<file path="src/rtl/sub_bytes_serial.sv">
// Forward AES SubBytes stage. It runs BYTES_PER_CYCLE S-box lookups per cycle under an En/Ry handshake.
// The result register is written only once, when every byte has been substituted.
module sub_bytes_serial #(
  parameter int BYTES_PER_CYCLE = 1
) (
  input  logic         clk,
  input  logic         rst_n,
  input  logic         En,
  input  logic [127:0] PT,
  output logic         Ry,
  output logic         Busy,
  output logic [127:0] PT_2
);

  // state | meaning
  // IDLE  | waiting for En; the working register is loaded on request
  // BUSY  | substituting BYTES_PER_CYCLE bytes per edge, starting at byte 0
  // DONE  | result held on PT_2 with Ry high until En drops

  localparam int NUM_STEPS = 16 / BYTES_PER_CYCLE;
  localparam int CW        = (NUM_STEPS > 1) ? $clog2(NUM_STEPS) : 1;

  if (BYTES_PER_CYCLE != 1 && BYTES_PER_CYCLE != 2 && BYTES_PER_CYCLE != 4 &&
      BYTES_PER_CYCLE != 8 && BYTES_PER_CYCLE != 16) begin : g_bad_param
    $error("sub_bytes_serial: BYTES_PER_CYCLE must be 1, 2, 4, 8 or 16");
  end

  typedef enum logic [1:0] {IDLE, BUSY, DONE} state_t;

  state_t          state_q;
  logic [CW-1:0]   cnt_q;
  logic [127:0]    work_q;
  logic [127:0]    work_d;
  logic            last_step;

  function automatic logic [7:0] sbox(input logic [7:0] a);
    logic [127:0] row;
    int unsigned  col;
    row = '0;
    case (a[7:4])
      4'h0: row = 128'h637c777bf26b6fc53001672bfed7ab76;
      4'h1: row = 128'hca82c97dfa5947f0add4a2af9ca472c0;
      4'h2: row = 128'hb7fd9326363ff7cc34a5e5f171d83115;
      4'h3: row = 128'h04c723c31896059a071280e2eb27b275;
      4'h4: row = 128'h09832c1a1b6e5aa0523bd6b329e32f84;
      4'h5: row = 128'h53d100ed20fcb15b6acbbe394a4c58cf;
      4'h6: row = 128'hd0efaafb434d338545f9027f503c9fa8;
      4'h7: row = 128'h51a3408f929d38f5bcb6da2110fff3d2;
      4'h8: row = 128'hcd0c13ec5f974417c4a77e3d645d1973;
      4'h9: row = 128'h60814fdc222a908846eeb814de5e0bdb;
      4'ha: row = 128'he0323a0a4906245cc2d3ac629195e479;
      4'hb: row = 128'he7c8376d8dd54ea96c56f4ea657aae08;
      4'hc: row = 128'hba78252e1ca6b4c6e8dd741f4bbd8b8a;
      4'hd: row = 128'h703eb5664803f60e613557b986c11d9e;
      4'he: row = 128'he1f8981169d98e949b1e87e9ce5528df;
      4'hf: row = 128'h8ca1890dbfe6426841992d0fb054bb16;
      default: row = '0;
    endcase
    col = 32'd15 - 32'(a[3:0]);
    return row[8*col +: 8];
  endfunction

  // Byte 0 sits in the MSBs, so byte i occupies bits [8*(15-i) +: 8].
  always_comb begin
    int idx;
    work_d = work_q;
    idx    = 0;
    for (int j = 0; j < BYTES_PER_CYCLE; j++) begin
      idx = int'(cnt_q) * BYTES_PER_CYCLE + j;
      work_d[8*(15-idx) +: 8] = sbox(work_q[8*(15-idx) +: 8]);
    end
  end

  assign last_step = (cnt_q == CW'(NUM_STEPS - 1));

  always_ff @(posedge clk) begin
    if (!rst_n) begin
      state_q <= IDLE;
      cnt_q   <= '0;
      work_q  <= '0;
      PT_2    <= '0;
      Ry      <= 1'b0;
      Busy    <= 1'b0;
    end else begin
      case (state_q)
        IDLE: begin
          Ry <= 1'b0;
          if (En) begin
            work_q  <= PT;
            cnt_q   <= '0;
            Busy    <= 1'b1;
            state_q <= BUSY;
          end
        end
        BUSY: begin
          if (!En) begin
            cnt_q   <= '0;
            Busy    <= 1'b0;
            Ry      <= 1'b0;
            state_q <= IDLE;
          end else if (last_step) begin
            work_q  <= work_d;
            PT_2    <= work_d;
            cnt_q   <= '0;
            Busy    <= 1'b0;
            Ry      <= 1'b1;
            state_q <= DONE;
          end else begin
            work_q  <= work_d;
            cnt_q   <= cnt_q + CW'(1);
          end
        end
        DONE: begin
          if (!En) begin
            Ry      <= 1'b0;
            state_q <= IDLE;
          end
        end
        default: begin
          cnt_q   <= '0;
          Busy    <= 1'b0;
          Ry      <= 1'b0;
          state_q <= IDLE;
        end
      endcase
    end
  end

endmodule

</file>
<file path="config.mk">
export PLATFORM = sky130hd
export DESIGN_NAME = sub_bytes_serial
export DESIGN_NICKNAME = d
export VERILOG_FILES = /design/src/rtl/sub_bytes_serial.sv
export SDC_FILE = /design/constraint.sdc
export NUM_CORES = 1
export LEC_CHECK = 0
export BUFFER_PORTS_ARGS = -buffer_cell sky130_fd_sc_hd__buf_4
export CAP_MARGIN = 20
export CORE_AREA = 5 5 185 187
export DETAILED_ROUTE_END_ITERATION = 7
export DIE_AREA = 0 0 190 192
export HOLD_SLACK_MARGIN = 0.08
export PLACE_DENSITY_LB_ADDON = 0.3
export SLEW_MARGIN = 10
export SYNTH_ARGS = -nofsm -noshare
export SYNTH_HDL_FRONTEND = slang
export SYNTH_SLANG_ARGS = --single-unit
</file>
<file path="constraint.sdc">
create_clock -name clk -period 4.7 [get_ports clk]
set_input_delay 0.47 -clock clk [delete_from_list [all_inputs] [get_ports clk]]
set_output_delay 0.47 -clock clk [all_outputs]
set_load 0.02 [all_outputs]
</file>
==> out/metrics.yaml <==
stdcell_area_sq_um: 20800
drv_slew: 0
antenna_found_initial: 3
synth-main-ff-cell: "dfxtp_1"
die_x_um: 190
peakVddDrop_mv: 0.320
setup.worst_path.class: "reg2reg"
finalCriticalPeriod_ns: 4.63
hold_class: "in2reg"
post-place-ws_ns: -0.0646
max_clock_freq_ghz: 0.216
synth_top_area_frac: 0.333
worstPathCellList: "mux4_1 > nand2_1 > and4_1 > buf_4 > ha_1 > clkinv_1 > buf_4 > o21ai_0 > a21oi_1 > a2111oi_0 > buf_4 > a2111oi_1 > a22o_1 > a31oi_4 > buf_12 > o41ai_1"
synthArstFlopShare: 0
wl_um: 85200
path_clk_slew_ns: 0.07
grt_usage: 0.447
num_vias: 20200
grt_pass1_wl_um: 125000
cts_resized: 2
rsz0062_at_grt: "false"
hold_viol: 0
grt_busiest_layer: "met2"
htree_num_levels: 1
use_met2: 0.708
first_pass_iters: 7
status: "finished clean"
cts_tree: "done"
p_leak_nw: 8.12
fin_worst_skew_ns: 0.0212
drc: 0
yosysMostFrequentCell: "nand2_1"
timing.setup.tns_ns: 0
gp_congestion: 1.08
synth_nets: 2205
row_count: 66
drt-initial-drc-count: 3610
synth-seq-area-share: 0.333
crit_arrival_ns: 5.05
final_nets: 2588
wl_per_cell_um: 29.4
slowest_stage: "mux4_1"
total_power_mw: 7.30
synth_top_area_cell: "dfxtp_1"
core_sq_um: 32300
worst_path_most_repeated_cell: "buf_4"
cpPeakStageDelay_ns: 0.63
min_period_over_period: 0.985
antenna_left: 0
vias_per_cell: 6.96
p_per_area_nw_per_um2: 350
clkLatencyLatePin_ns: 0.56
synth-edff-count: 0
hpwl_um: 62700
start_util: 0.491
synthCells: 2053
start_kind: "register"
finalWorstSetupSlack_ns: 0.0713
drive_gt1_frac: 0.278
grt_use_met3: 0.112
cap_violations: 0
io-pin-count: 261
slew_headroom: 0.189
cts_root_buf: "clkbuf_16"
worstPathMaxFanout: 17
grt_pass1_vias: 19500
syn_area_per_cell_sq_um: 7.73
required_ns: 5.12
cts_buffers: 27
synth_area_sq_um: 15900
cts_buffer_depth: 3
ys_warn_count: 0
die_y_um: 192
synth.area.top_cells: "dfxtp_1, nand2_1, o21ai_0"
synth-seq-cells: 264
nFillCells: 2549
overflow: 0
post-cts-setup-buffer-count: 0
cts_sinks: 264
cts_hold_buf: 0
synth.cells.most_frequent: "nand2_1, dfxtp_1, o21ai_0, a21oi_1, clkbuf_1"
grtUsageMet1: 0.535
worstSetupEndpointType: "register"
port_buffers: 260
yosysUniqueCellTypes: 92
grt_max_degree: 101
die_area_sq_um: 36500
worst_pin_slew_ns: 1.21
dpl_cell_area_sq_um: 19800
areaGrowthSynthToFinish_pct: 31.3
setup_violations: 0
-- registers in the layout (all words and copies together) (netlist names) --
register and cells:
PT_2 128, Ry 1, cnt_q 4, work_q 128, state_q 2, Busy 1
-- cells by family (layout without fill, tap and decap cells) --
logic type / count (synthesis) / in the layout / synth area share
AO/OA/AOI/OAI: 864 / 864 / 0.358
XOR/XNOR: 3 / 3 / 0.00166
adder cells (fa/ha/maj): 21 / 21 / 0.0166
buffers and inverters: 217 / 621 / 0.0639
flip-flops: 264 / 264 / 0.333
multiplexers: 50 / 50 / 0.0528
other: 0 / 3 / 0
AND/OR/NAND/NOR: 634 / 634 / 0.174
-- through the flow --
step,util,std cells,hold WS [ns]
floorplan,-,2053,0.436
global placement,0.613,2847,0.450
detailed placement,0.613,2847,0.458
CTS,0.644,2897,0.160
global route,0.645,2899,0.169
finish,0.645,2902,0.169
-- final cells by class --
class / instances / area, sq um / area share
inverter: 25 / 93.8 / 0.00450
sequential: 264 / 5290 / 0.254
multi-input combinational: 1572 / 9600 / 0.461
clock buffer: 34 / 762 / 0.0366
clock inverter: 16 / 214 / 0.0103
tap: 442 / 553 / 0.0265
antenna: 3 / 7.51 / 0.000360
timing repair buffer: 546 / 4310 / 0.207
-- worst max-delay path, delay by kind of cell, from the launching register on --
kind | cells | cell delay, ns
AOI/OAI and AO/OA | 7 | 1.82
buffers and inverters | 5 | 0.80
DFF | 1 | 0.52
adders and majority gates | 1 | 0.35
muxes | 1 | 0.63
and+or+nand+nor | 2 | 0.37
-- final timing paths --
kind	from	to	slack (ns)	cells after the start
worst min register to register	PT_2[124]$_SDFFE_PN0P_	PT_2[124]$_SDFFE_PN0P_	0.47	2
worst min-delay path	En	Ry$_SDFFE_PN0P_	0.17	2
worst max-delay path	cnt_q[0]$_SDFFE_PN0P_	work_q[43]$_SDFFE_PN0P_	0.07	16
worst max register to register	cnt_q[0]$_SDFFE_PN0P_	work_q[43]$_SDFFE_PN0P_	0.07	16
-- cell usage in the layout, fill, tap and decap left out, drive strengths merged, types with 22 or more instances in the layout --
cell    instances
inv            24
nor3           28
a21oi         158
a21boi        126
o31ai          33
nand3          56
o211ai         22
clkbuf         34
buf           546
o21ai         310
nor2           91
a31oi          25
mux4           24
dfxtp         264
o221ai         40
a22oi          22
nand2         376
-- report_power, final --
group / total (mW) / switching, mW / internal (mW)
Combinational: 2.47 / 1.51 / 0.956
Sequential: 2.46 / 0.132 / 2.32
Clock: 2.37 / 0.994 / 1.38
-- per-layer routing --
metal / vias up / part of all wire
met3: 584 / 0.13
met4: 2 / 0.092
met5: - / 0.000094
met2: 1965 / 0.44
li1: 8327 / -
met1: 9321 / 0.34
Power figures use the tool's default switching activity.
